### config.mk
export PLATFORM = sky130hd
export DESIGN_NAME = pipe_stage_reg
export DESIGN_NICKNAME = d
export VERILOG_FILES = /design/src/rtl/pipe_pkg.sv /design/src/rtl/pipe_skid_slot.sv /design/src/rtl/pipe_stage_reg.sv
export SDC_FILE = /design/constraint.sdc
export NUM_CORES = 1
export LEC_CHECK = 0
export BUFFER_PORTS_ARGS = -buffer_cell sky130_fd_sc_hd__buf_2
export CAP_MARGIN = 20
export CORE_UTILIZATION = 30
export DETAILED_ROUTE_END_ITERATION = 10
export PLACE_DENSITY = 0.7
export SETUP_SLACK_MARGIN = 0.3
export SLEW_MARGIN = 20
export SYNTH_ARGS = -nofsm -noshare
export SYNTH_HDL_FRONTEND = slang
export SYNTH_HIERARCHICAL = 1
export SYNTH_SLANG_ARGS = --single-unit
export TNS_END_PERCENT = 20
### constraint.sdc
create_clock -name clock -period 1.2 [get_ports clock]
set_input_delay 0.18 -clock clock [delete_from_list [all_inputs] [get_ports clock]]
set_output_delay 0.18 -clock clock [all_outputs]
set_load 0.1 [all_outputs]
### src/rtl/pipe_pkg.sv
// Shared types and constants for the generic pipeline register (pipe_stage_reg)
// and the per-stage instantiations of the RISC-V pipeline.
package pipe_pkg;

  typedef enum logic [1:0] {
    EMPTY = 2'd0,
    ONE   = 2'd1,
    TWO   = 2'd2
  } pipe_state_t;

  // Canonical NOP: addi x0, x0, 0
  localparam logic [31:0] RV_NOP = 32'h0000_0013;

  localparam int IF_ID_W  = 64;
  localparam int ID_EX_W  = 160;
  localparam int EX_MEM_W = 112;
  localparam int MEM_WB_W = 72;

  localparam logic [IF_ID_W-1:0] IF_ID_BUBBLE = {32'h0000_0000, RV_NOP};

endpackage

### src/rtl/pipe_skid_slot.sv
// Single storage slot (payload plus valid bit) with load and clear, used as the
// second entry of pipe_stage_reg when PIPE_STAGE_SKID_EN is defined.
module pipe_skid_slot #(
  parameter int                 DATA_W     = 32,
  parameter logic [DATA_W-1:0]  BUBBLE_VAL = {DATA_W{1'b0}}
) (
  input  logic              clock,
  input  logic              reset,
  input  logic              clear,
  input  logic              load,
  input  logic [DATA_W-1:0] load_data,
  output logic              valid,
  output logic [DATA_W-1:0] data
);

  // Slot storage; clear wins over load so a flush always empties the slot.
  always_ff @(posedge clock) begin
    if (reset || clear) begin
      valid <= 1'b0;
      data  <= BUBBLE_VAL;
    end else if (load) begin
      valid <= 1'b1;
      data  <= load_data;
    end else begin
      valid <= valid;
      data  <= data;
    end
  end

endmodule

### src/rtl/pipe_stage_reg.sv
// Generic valid/ready pipeline register with flush. Defining PIPE_STAGE_SKID_EN
// selects a two-entry skid buffer with registered in_ready; otherwise one entry.
module pipe_stage_reg
  import pipe_pkg::*;
#(
  parameter int                 DATA_W     = 32,
  parameter logic [DATA_W-1:0]  BUBBLE_VAL = {DATA_W{1'b0}}
) (
  input  logic              clock,
  input  logic              reset,
  input  logic              flush,
  input  logic              in_valid,
  output logic              in_ready,
  input  logic [DATA_W-1:0] in_data,
  output logic              out_valid,
  input  logic              out_ready,
  output logic [DATA_W-1:0] out_data,
  output logic [1:0]        occ
);

`ifdef PIPE_STAGE_SKID_EN

  pipe_state_t       state_r;
  pipe_state_t       state_next_s;
  logic              out_valid_r;
  logic              in_ready_r;
  logic [DATA_W-1:0] main_data_r;
  logic              main_load_s;
  logic              main_shift_s;
  logic              main_clear_s;
  logic              skid_load_s;
  logic              skid_clear_s;
  logic              skid_valid_s;
  logic [DATA_W-1:0] skid_data_s;
  logic              accept_s;
  logic              consume_s;

  assign accept_s  = in_valid && in_ready_r;
  assign consume_s = out_valid_r && out_ready;

  pipe_skid_slot #(
    .DATA_W     (DATA_W),
    .BUBBLE_VAL (BUBBLE_VAL)
  ) u_skid (
    .clock     (clock),
    .reset     (reset),
    .clear     (skid_clear_s),
    .load      (skid_load_s),
    .load_data (in_data),
    .valid     (skid_valid_s),
    .data      (skid_data_s)
  );

  // Next-state and datapath steering for the EMPTY/ONE/TWO occupancy FSM.
  always_comb begin
    state_next_s = state_r;
    main_load_s  = 1'b0;
    main_shift_s = 1'b0;
    main_clear_s = 1'b0;
    skid_load_s  = 1'b0;
    skid_clear_s = 1'b0;
    if (flush) begin
      state_next_s = EMPTY;
      main_clear_s = 1'b1;
      skid_clear_s = 1'b1;
    end else begin
      case (state_r)
        EMPTY: begin
          if (accept_s) begin
            state_next_s = ONE;
            main_load_s  = 1'b1;
          end else begin
            state_next_s = EMPTY;
          end
        end
        ONE: begin
          if (accept_s && consume_s) begin
            main_load_s = 1'b1;
          end else if (accept_s) begin
            state_next_s = TWO;
            skid_load_s  = 1'b1;
          end else if (consume_s) begin
            state_next_s = EMPTY;
            main_clear_s = 1'b1;
          end else begin
            state_next_s = ONE;
          end
        end
        TWO: begin
          if (consume_s) begin
            state_next_s = ONE;
            main_shift_s = 1'b1;
            skid_clear_s = 1'b1;
          end else begin
            state_next_s = TWO;
          end
        end
        default: begin
          state_next_s = EMPTY;
          main_clear_s = 1'b1;
          skid_clear_s = 1'b1;
        end
      endcase
    end
  end

  // State, main entry and registered handshake outputs derived from the next state.
  always_ff @(posedge clock) begin
    if (reset) begin
      state_r     <= EMPTY;
      out_valid_r <= 1'b0;
      in_ready_r  <= 1'b1;
      main_data_r <= BUBBLE_VAL;
    end else begin
      state_r     <= state_next_s;
      out_valid_r <= (state_next_s != EMPTY);
      in_ready_r  <= (state_next_s != TWO);
      if (main_clear_s) begin
        main_data_r <= BUBBLE_VAL;
      end else if (main_load_s) begin
        main_data_r <= in_data;
      end else if (main_shift_s) begin
        main_data_r <= skid_data_s;
      end else begin
        main_data_r <= main_data_r;
      end
    end
  end

  assign in_ready  = in_ready_r;
  assign out_valid = out_valid_r;
  assign out_data  = main_data_r;
  assign occ       = skid_valid_s ? 2'd2 : (out_valid_r ? 2'd1 : 2'd0);

`else

  logic              valid_r;
  logic [DATA_W-1:0] data_r;
  logic              accept_s;

  // Single entry: the stage can take a new item whenever the current one leaves.
  assign in_ready = !valid_r || out_ready;
  assign accept_s = in_valid && in_ready;

  // Single-entry register; an emptied stage shows the bubble payload.
  always_ff @(posedge clock) begin
    if (reset || flush) begin
      valid_r <= 1'b0;
      data_r  <= BUBBLE_VAL;
    end else if (accept_s) begin
      valid_r <= 1'b1;
      data_r  <= in_data;
    end else if (valid_r && out_ready) begin
      valid_r <= 1'b0;
      data_r  <= BUBBLE_VAL;
    end else begin
      valid_r <= valid_r;
      data_r  <= data_r;
    end
  end

  assign out_valid = valid_r;
  assign out_data  = data_r;
  assign occ       = {1'b0, valid_r};

`endif

endmodule

==> run metrics, run 1 <==
Worst setup SP type flop; synth warn 6; Syn Nets 119; largest cells by area after synthesis dfxtp_1 62%, a22o_1 26%, buf_6 4.2%, buf_2 1.4%, buf_4 1.4%; layout cells sized above 1 75.16%; fin crit period 1253 ps; Total GRT Usage 17.32%; hold slack 36.30 ps; Final period util 104.4%; P&R area growth vs syn 108.4%; Final Instance Area 2211 µm²; TritonCTS Sinks 33; Antenna diodes 0; max cap viols 0; DRT Pass-1 Iters 4; routed vias/inst 4.758; post-detailed-route wirelength per cell 15.07 µm; core area 3363 µm²; # IOs 73; GP Congestion 0.6837; Synth top area share 62.26%; overall power 2.696 mW; commonest cells in the netlist 33 x dfxtp_1, 32 x a22o_1, 4 x buf_6, 3 x buf_2, 2 x buf_4; die height 61.47 µm; Final ANT Viol Nets 0; post-synthesis sequential area ratio 62.26%; Critical Path RT 1020 ps; worst setup margin -53.27 ps; setup TNS -308.9 ps; Worst path max stage delay 400 ps; Starting Density 31.55%; Die Wd 61.47 µm; DRC viols 0; clock root buffer clkbuf_4; CTS max path bufs 2; static leakage 0.9790 nW; Post-Syn Instances 82; Async SR Flop Fraction 0%; Fin. Hold Viols 0; Yosys top cell by area dfxtp_1; grt met1 use 17.40%; die area 3779 µm²; Worst Setup End Kind primary output; Clock Latency Late Sink 340 ps; top fanout value on the critical path 5; kind of critical path flop to primary output; GR Layer Usage met2 30.28%; final net count 197; EDFF count, synth 0; final wirelength 3119 µm; number of global-route vias before repair 1006; flops & latches, synth 33; htree depth 2; VDD IR-drop max 781.6 µV; CTS tree done; number of core rows 21; Layout Skew 17.73 ps; slowest CP cell dfxtp_4; M3 GR Usage 7.983%; Overflow after GRT 0; Vias 985; IO buf count 71; initial drt markers 37; initial antenna violation count 0; clock slew seen by the registers of the worst setup and hold paths 110 ps; Synth Area per Inst 12.94 µm²; Util after Layout 65.74%; Inserted Clock Buffers 5; top achievable clock speed 797.9 MHz; worst path cell trace nand2b_4 -> buf_6 -> buf_12; unrepaired setup endpoints after global routing true; first-pass GRT wire length 4560 µm; Setup-failing EPs final 22; Worst EP arrival 1070 ps; largest net degree at the start of global routing 33; HPWL reported at the end of detailed placement 2206 µm; area of the mapped netlist 1061 µm²; status finished, violations left; count leader, synth dfxtp_1; Slew Limit Fails 0; global routing's busiest layer met2; dominant synthesized flop cell dfxtp_1; Netlist cell types 13; worst min-delay path category primary input to flop; failing checks setup timing; CTS Hold Bufs 0; fillers 260; PwrDens 1219 nW/µm²; Area after DPL 2008 µm²
## registers in the layout (all words and copies together), names as in the netlist
name / flops
out_valid: 1
out_data: 32
## final timing paths
path / slack [ps] / cells past startpoint / to / from
min reg2reg: 510 / 1 / out_data[6]$_SDFFE_PP0P_ / out_data[6]$_SDFFE_PP0P_
max reg2reg: -30 / 5 / out_data[15]$_SDFFE_PP0P_ / out_valid$_SDFFE_PP0P_
max: -50 / 3 / in_ready / out_valid$_SDFFE_PP0P_
min: 40 / 2 / out_data[21]$_SDFFE_PP0P_ / in_data[21]
## per-layer routing
metal | routed length, µm | up-vias | part of all wire, %
met5 | 0 | - | 0
met4 | 68 | 0 | 2.2
met3 | 269 | 7 | 8.6
met2 | 1607 | 45 | 52
met1 | 1173 | 468 | 38
li1 | - | 465 | -
## worst max-delay path, delay by kind of cell (launching register included)
kind,cells,cell delay [ps]
buf+inv,2,270
simple gates,1,60
flops,1,400
## metrics by stage
stage	setup slack, ps	instances
after floorplan	-357.8	82
after global placement	70.45	194
after detailed placement	11.58	194
after CTS	-67.79	204
after global routing	-96.98	207
final	-53.27	207
## placed cells by master, fill, tap and decap left out, drive strengths merged
| cell | count |
|---|---|
| a21boi | 1 |
| a22o | 32 |
| and3 | 1 |
| buf | 78 |
| bufinv | 1 |
| clkbuf | 9 |
| conb | 1 |
| dfxtp | 33 |
| inv | 1 |
| nand2 | 1 |
| nand2b | 1 |
| nor2 | 1 |
| o211a | 1 |
## timing repair
item | CTS | global route
buffers inserted | 2 | 1
gates cloned | 0 | 2
endpoints found under the setup margin | 67 | 67
gates resized for setup | 32 | 1
pin swaps | 13 | 13
hold endpoints to repair | 0 | 0
## power breakdown
group / switching [mW] / internal, mW / total, mW
combinational: 0.390 / 0.253 / 0.643
sequential: 0.0428 / 1.14 / 1.18
clock: 0.375 / 0.498 / 0.873
## logic make-up (layout without fill, tap and decap cells)
family / count (synthesis) / count (layout) / synth area share [%]
AO/OA/AOI/OAI: 34 / 34 / 28.07
buffers and inverters: 10 / 89 / 7.428
flip-flops: 33 / 33 / 62.26
other: 1 / 1 / 0.3534
AND/OR/NAND/NOR: 4 / 4 / 1.887
## layout make-up
type | instances | area, µm² | share of cell area (%)
Multi-Input combinational cell | 39 | 334.1 | 15.11
Clock buffer | 7 | 55.05 | 2.490
Sequential cell | 33 | 705.7 | 31.92
Timing Repair Buffer | 80 | 1025 | 46.35
Tap cell | 46 | 57.56 | 2.603
Inverter | 1 | 3.754 | 0.1698
Clock inverter | 1 | 30.03 | 1.358
(Power assumes the default switching activity.)
==> run 2: changes to the inputs <==
--- a/config.mk
+++ b/config.mk
@@ -7,11 +7,9 @@
 export LEC_CHECK = 0
 export BUFFER_PORTS_ARGS = -buffer_cell sky130_fd_sc_hd__buf_2
 export CAP_MARGIN = 20
-export CORE_UTILIZATION = 30
+export CORE_UTILIZATION = 36
 export DETAILED_ROUTE_END_ITERATION = 10
-export PLACE_DENSITY = 0.7
-export SETUP_SLACK_MARGIN = 0.3
-export SLEW_MARGIN = 20
+export PLACE_DENSITY = 0.8
 export SYNTH_ARGS = -nofsm -noshare
 export SYNTH_HDL_FRONTEND = slang
 export SYNTH_HIERARCHICAL = 1
==> run metrics, run 2 (synthesis gave the netlist of run 1 again) <==
status completed (was finished, violations left); switch share 31.54% (was 29.98%); hold slack 57.46 ps (was 36.30 ps); fin crit period 1172 ps (was 1253 ps); die area 3169 µm² (was 3779 µm²); global routing's busiest layer met2 (unchanged); GP Congestion 0.6895 (was 0.6837); Fin. Hold Viols 0 (unchanged); max cap viols 0 (unchanged); Area after DPL 1949 µm² (was 2008 µm²); GR Layer Usage met2 29.93% (was 30.28%); die height 56.29 µm (was 61.47 µm); Reg power frac 49.1% (was 43.8%); commonest non-fill, non-tap cells in the layout 36 x buf_2, 36 x buf_12, 32 x a22o_1, 32 x dfxtp_1, 5 x clkbuf_4 (was 38 x buf_12, 36 x buf_2, 32 x a22o_1, 30 x dfxtp_2, 5 x clkbuf_4); max FFs per register 32 (unchanged); Setup-failing EPs final 0 (was 22); Worst Setup End Kind primary output (unchanged); CTS max path bufs 2 (unchanged); top fanout value on the critical path 5 (unchanged); clock root buffer clkbuf_4 (unchanged); Clock Latency Late Sink 320 ps (was 340 ps); Worst setup SP type flop (unchanged); Die Wd 56.29 µm (was 61.47 µm); VDD IR-drop max 1021 µV (was 781.6 µV); initial drt markers 18 (was 37); Worst EP arrival 990 ps (was 1070 ps); HPWL reported at the end of detailed placement 1989 µm (was 2206 µm); grt met1 use 18.16% (was 17.40%); number of global-route vias before repair 932 (was 1006); sw power 753.4 µW (was 808.2 µW); TritonCTS Sinks 33 (unchanged); initial antenna violation count 0 (unchanged); combinational share of power 25.4% (was 23.9%); post-detailed-route wirelength per cell 13.92 µm (was 15.07 µm); number of core rows 19 (was 21); largest net degree at the start of global routing 33 (unchanged); M3 GR Usage 7.604% (was 7.983%); Antenna diodes 0 (unchanged); unrepaired setup endpoints after global routing true (unchanged); Final ANT Viol Nets 0 (unchanged); DRC viols 0 (unchanged); P&R area growth vs syn 89.62% (was 108.4%); Layout Skew 2.964 ps (was 17.73 ps); Total GRT Usage 17.58% (was 17.32%); final net count 191 (was 197); Power Internal 1.635 mW (was 1.888 mW); CTS tree done (unchanged); worst min-delay path category primary input to flop (unchanged); Final Instance Area 2012 µm² (was 2211 µm²); kind of critical path flop to primary output (unchanged); # IOs 73 (unchanged); static leakage 0.9017 nW (was 0.9790 nW); routed vias/inst 4.968 (was 4.758); Slew Limit Fails 0 (unchanged); Critical Path RT 1020 ps (about the same); first-pass GRT wire length 4215 µm (was 4560 µm); PwrDens 1187 nW/µm² (was 1219 nW/µm²); Vias 919 (was 985); Inserted Clock Buffers 5 (unchanged); clock slew seen by the registers of the worst setup and hold paths 90 ps (was 110 ps); final wirelength 2575 µm (was 3119 µm); DRT Pass-1 Iters 4 (unchanged); htree depth 2 (unchanged); core area 2781 µm² (was 3363 µm²); IO buf count 71 (unchanged); Final period util 97.65% (was 104.4%); part of the power in the clock network 25.5% (was 32.4%); layout cells sized above 1 53.90% (was 75.16%); Overflow after GRT 0 (unchanged); Starting Density 38.15% (was 31.55%); top achievable clock speed 853.4 MHz (was 797.9 MHz)
run 2: cell types whose count changed in the layout (fill, tap and decap cells not counted), sizes merged:
cell    previous run  this run
buf               78        74
bufinv             1         0
clkbuf             9         7
run 2: what timing repair did:
action	4_1_cts	5_1_grt
hold endpoints to repair	0	0
cloned	0	0
setup buffers	2	0
endpoints found under the setup margin	1	2
gates resized for setup	0	0
hold buffers	0	0
run 2: final timing paths:
check,start,to,slack (ps),depth (start not counted)
hold / removal,in_data[12],out_data[12]$_SDFFE_PP0P_,60,2
setup / recovery,out_valid$_SDFFE_PP0P_,out_valid,30,2
setup reg to reg,out_valid$_SDFFE_PP0P_,out_data[15]$_SDFFE_PP0P_,60,3
hold reg to reg,out_data[17]$_SDFFE_PP0P_,out_data[17]$_SDFFE_PP0P_,550,1
run 2: metal layers:
metal,wire length (µm),share of wire [%]
met1,994,39
met2,1298,50
met3,239,9.3
met4,42,1.6
met5,0,0
run 2: final cells by class:
class                      instances  area (µm²)
sequential                        33       664.4
timing repair buffer              74       915.9
clock buffer                       7       55.05
multi-input combinational         39       334.1
tap                               31       38.79
fill                             196       769.5
inverter                           1       3.754
run 2: worst max-delay path: stages, from the launching register on:
cell and delay, ps:
dfxtp_4 390, buf_4 120, buf_12 160
run 2: metrics by stage:
| stage | utilization [%] | std cells | total power, mW | TNS [ps] | worst slack [ps] |
|---|---|---|---|---|---|
| after floorplan | - | 82 | 1.555 | -11200 | -357.8 |
| after global placement | 70.09 | 177 | 1.793 | 0 | 75.15 |
| after detailed placement | 70.09 | 177 | 1.804 | 0 | 38.87 |
| after CTS | 72.33 | 185 | 2.425 | 0 | 8.037 |
| after global routing | 72.33 | 185 | 2.488 | -18.83 | -10.78 |
| final | 72.33 | 185 | 2.388 | 0 | 28.19 |
run 2: power by group through the flow:
stage	Sequential, mW	Combinational, mW	Clock, mW
after floorplan	1.45	0.108	0
after global placement	1.20	0.595	0
after detailed placement	1.20	0.604	0
after CTS	1.17	0.608	0.643
after global routing	1.18	0.624	0.685
final	1.17	0.606	0.610
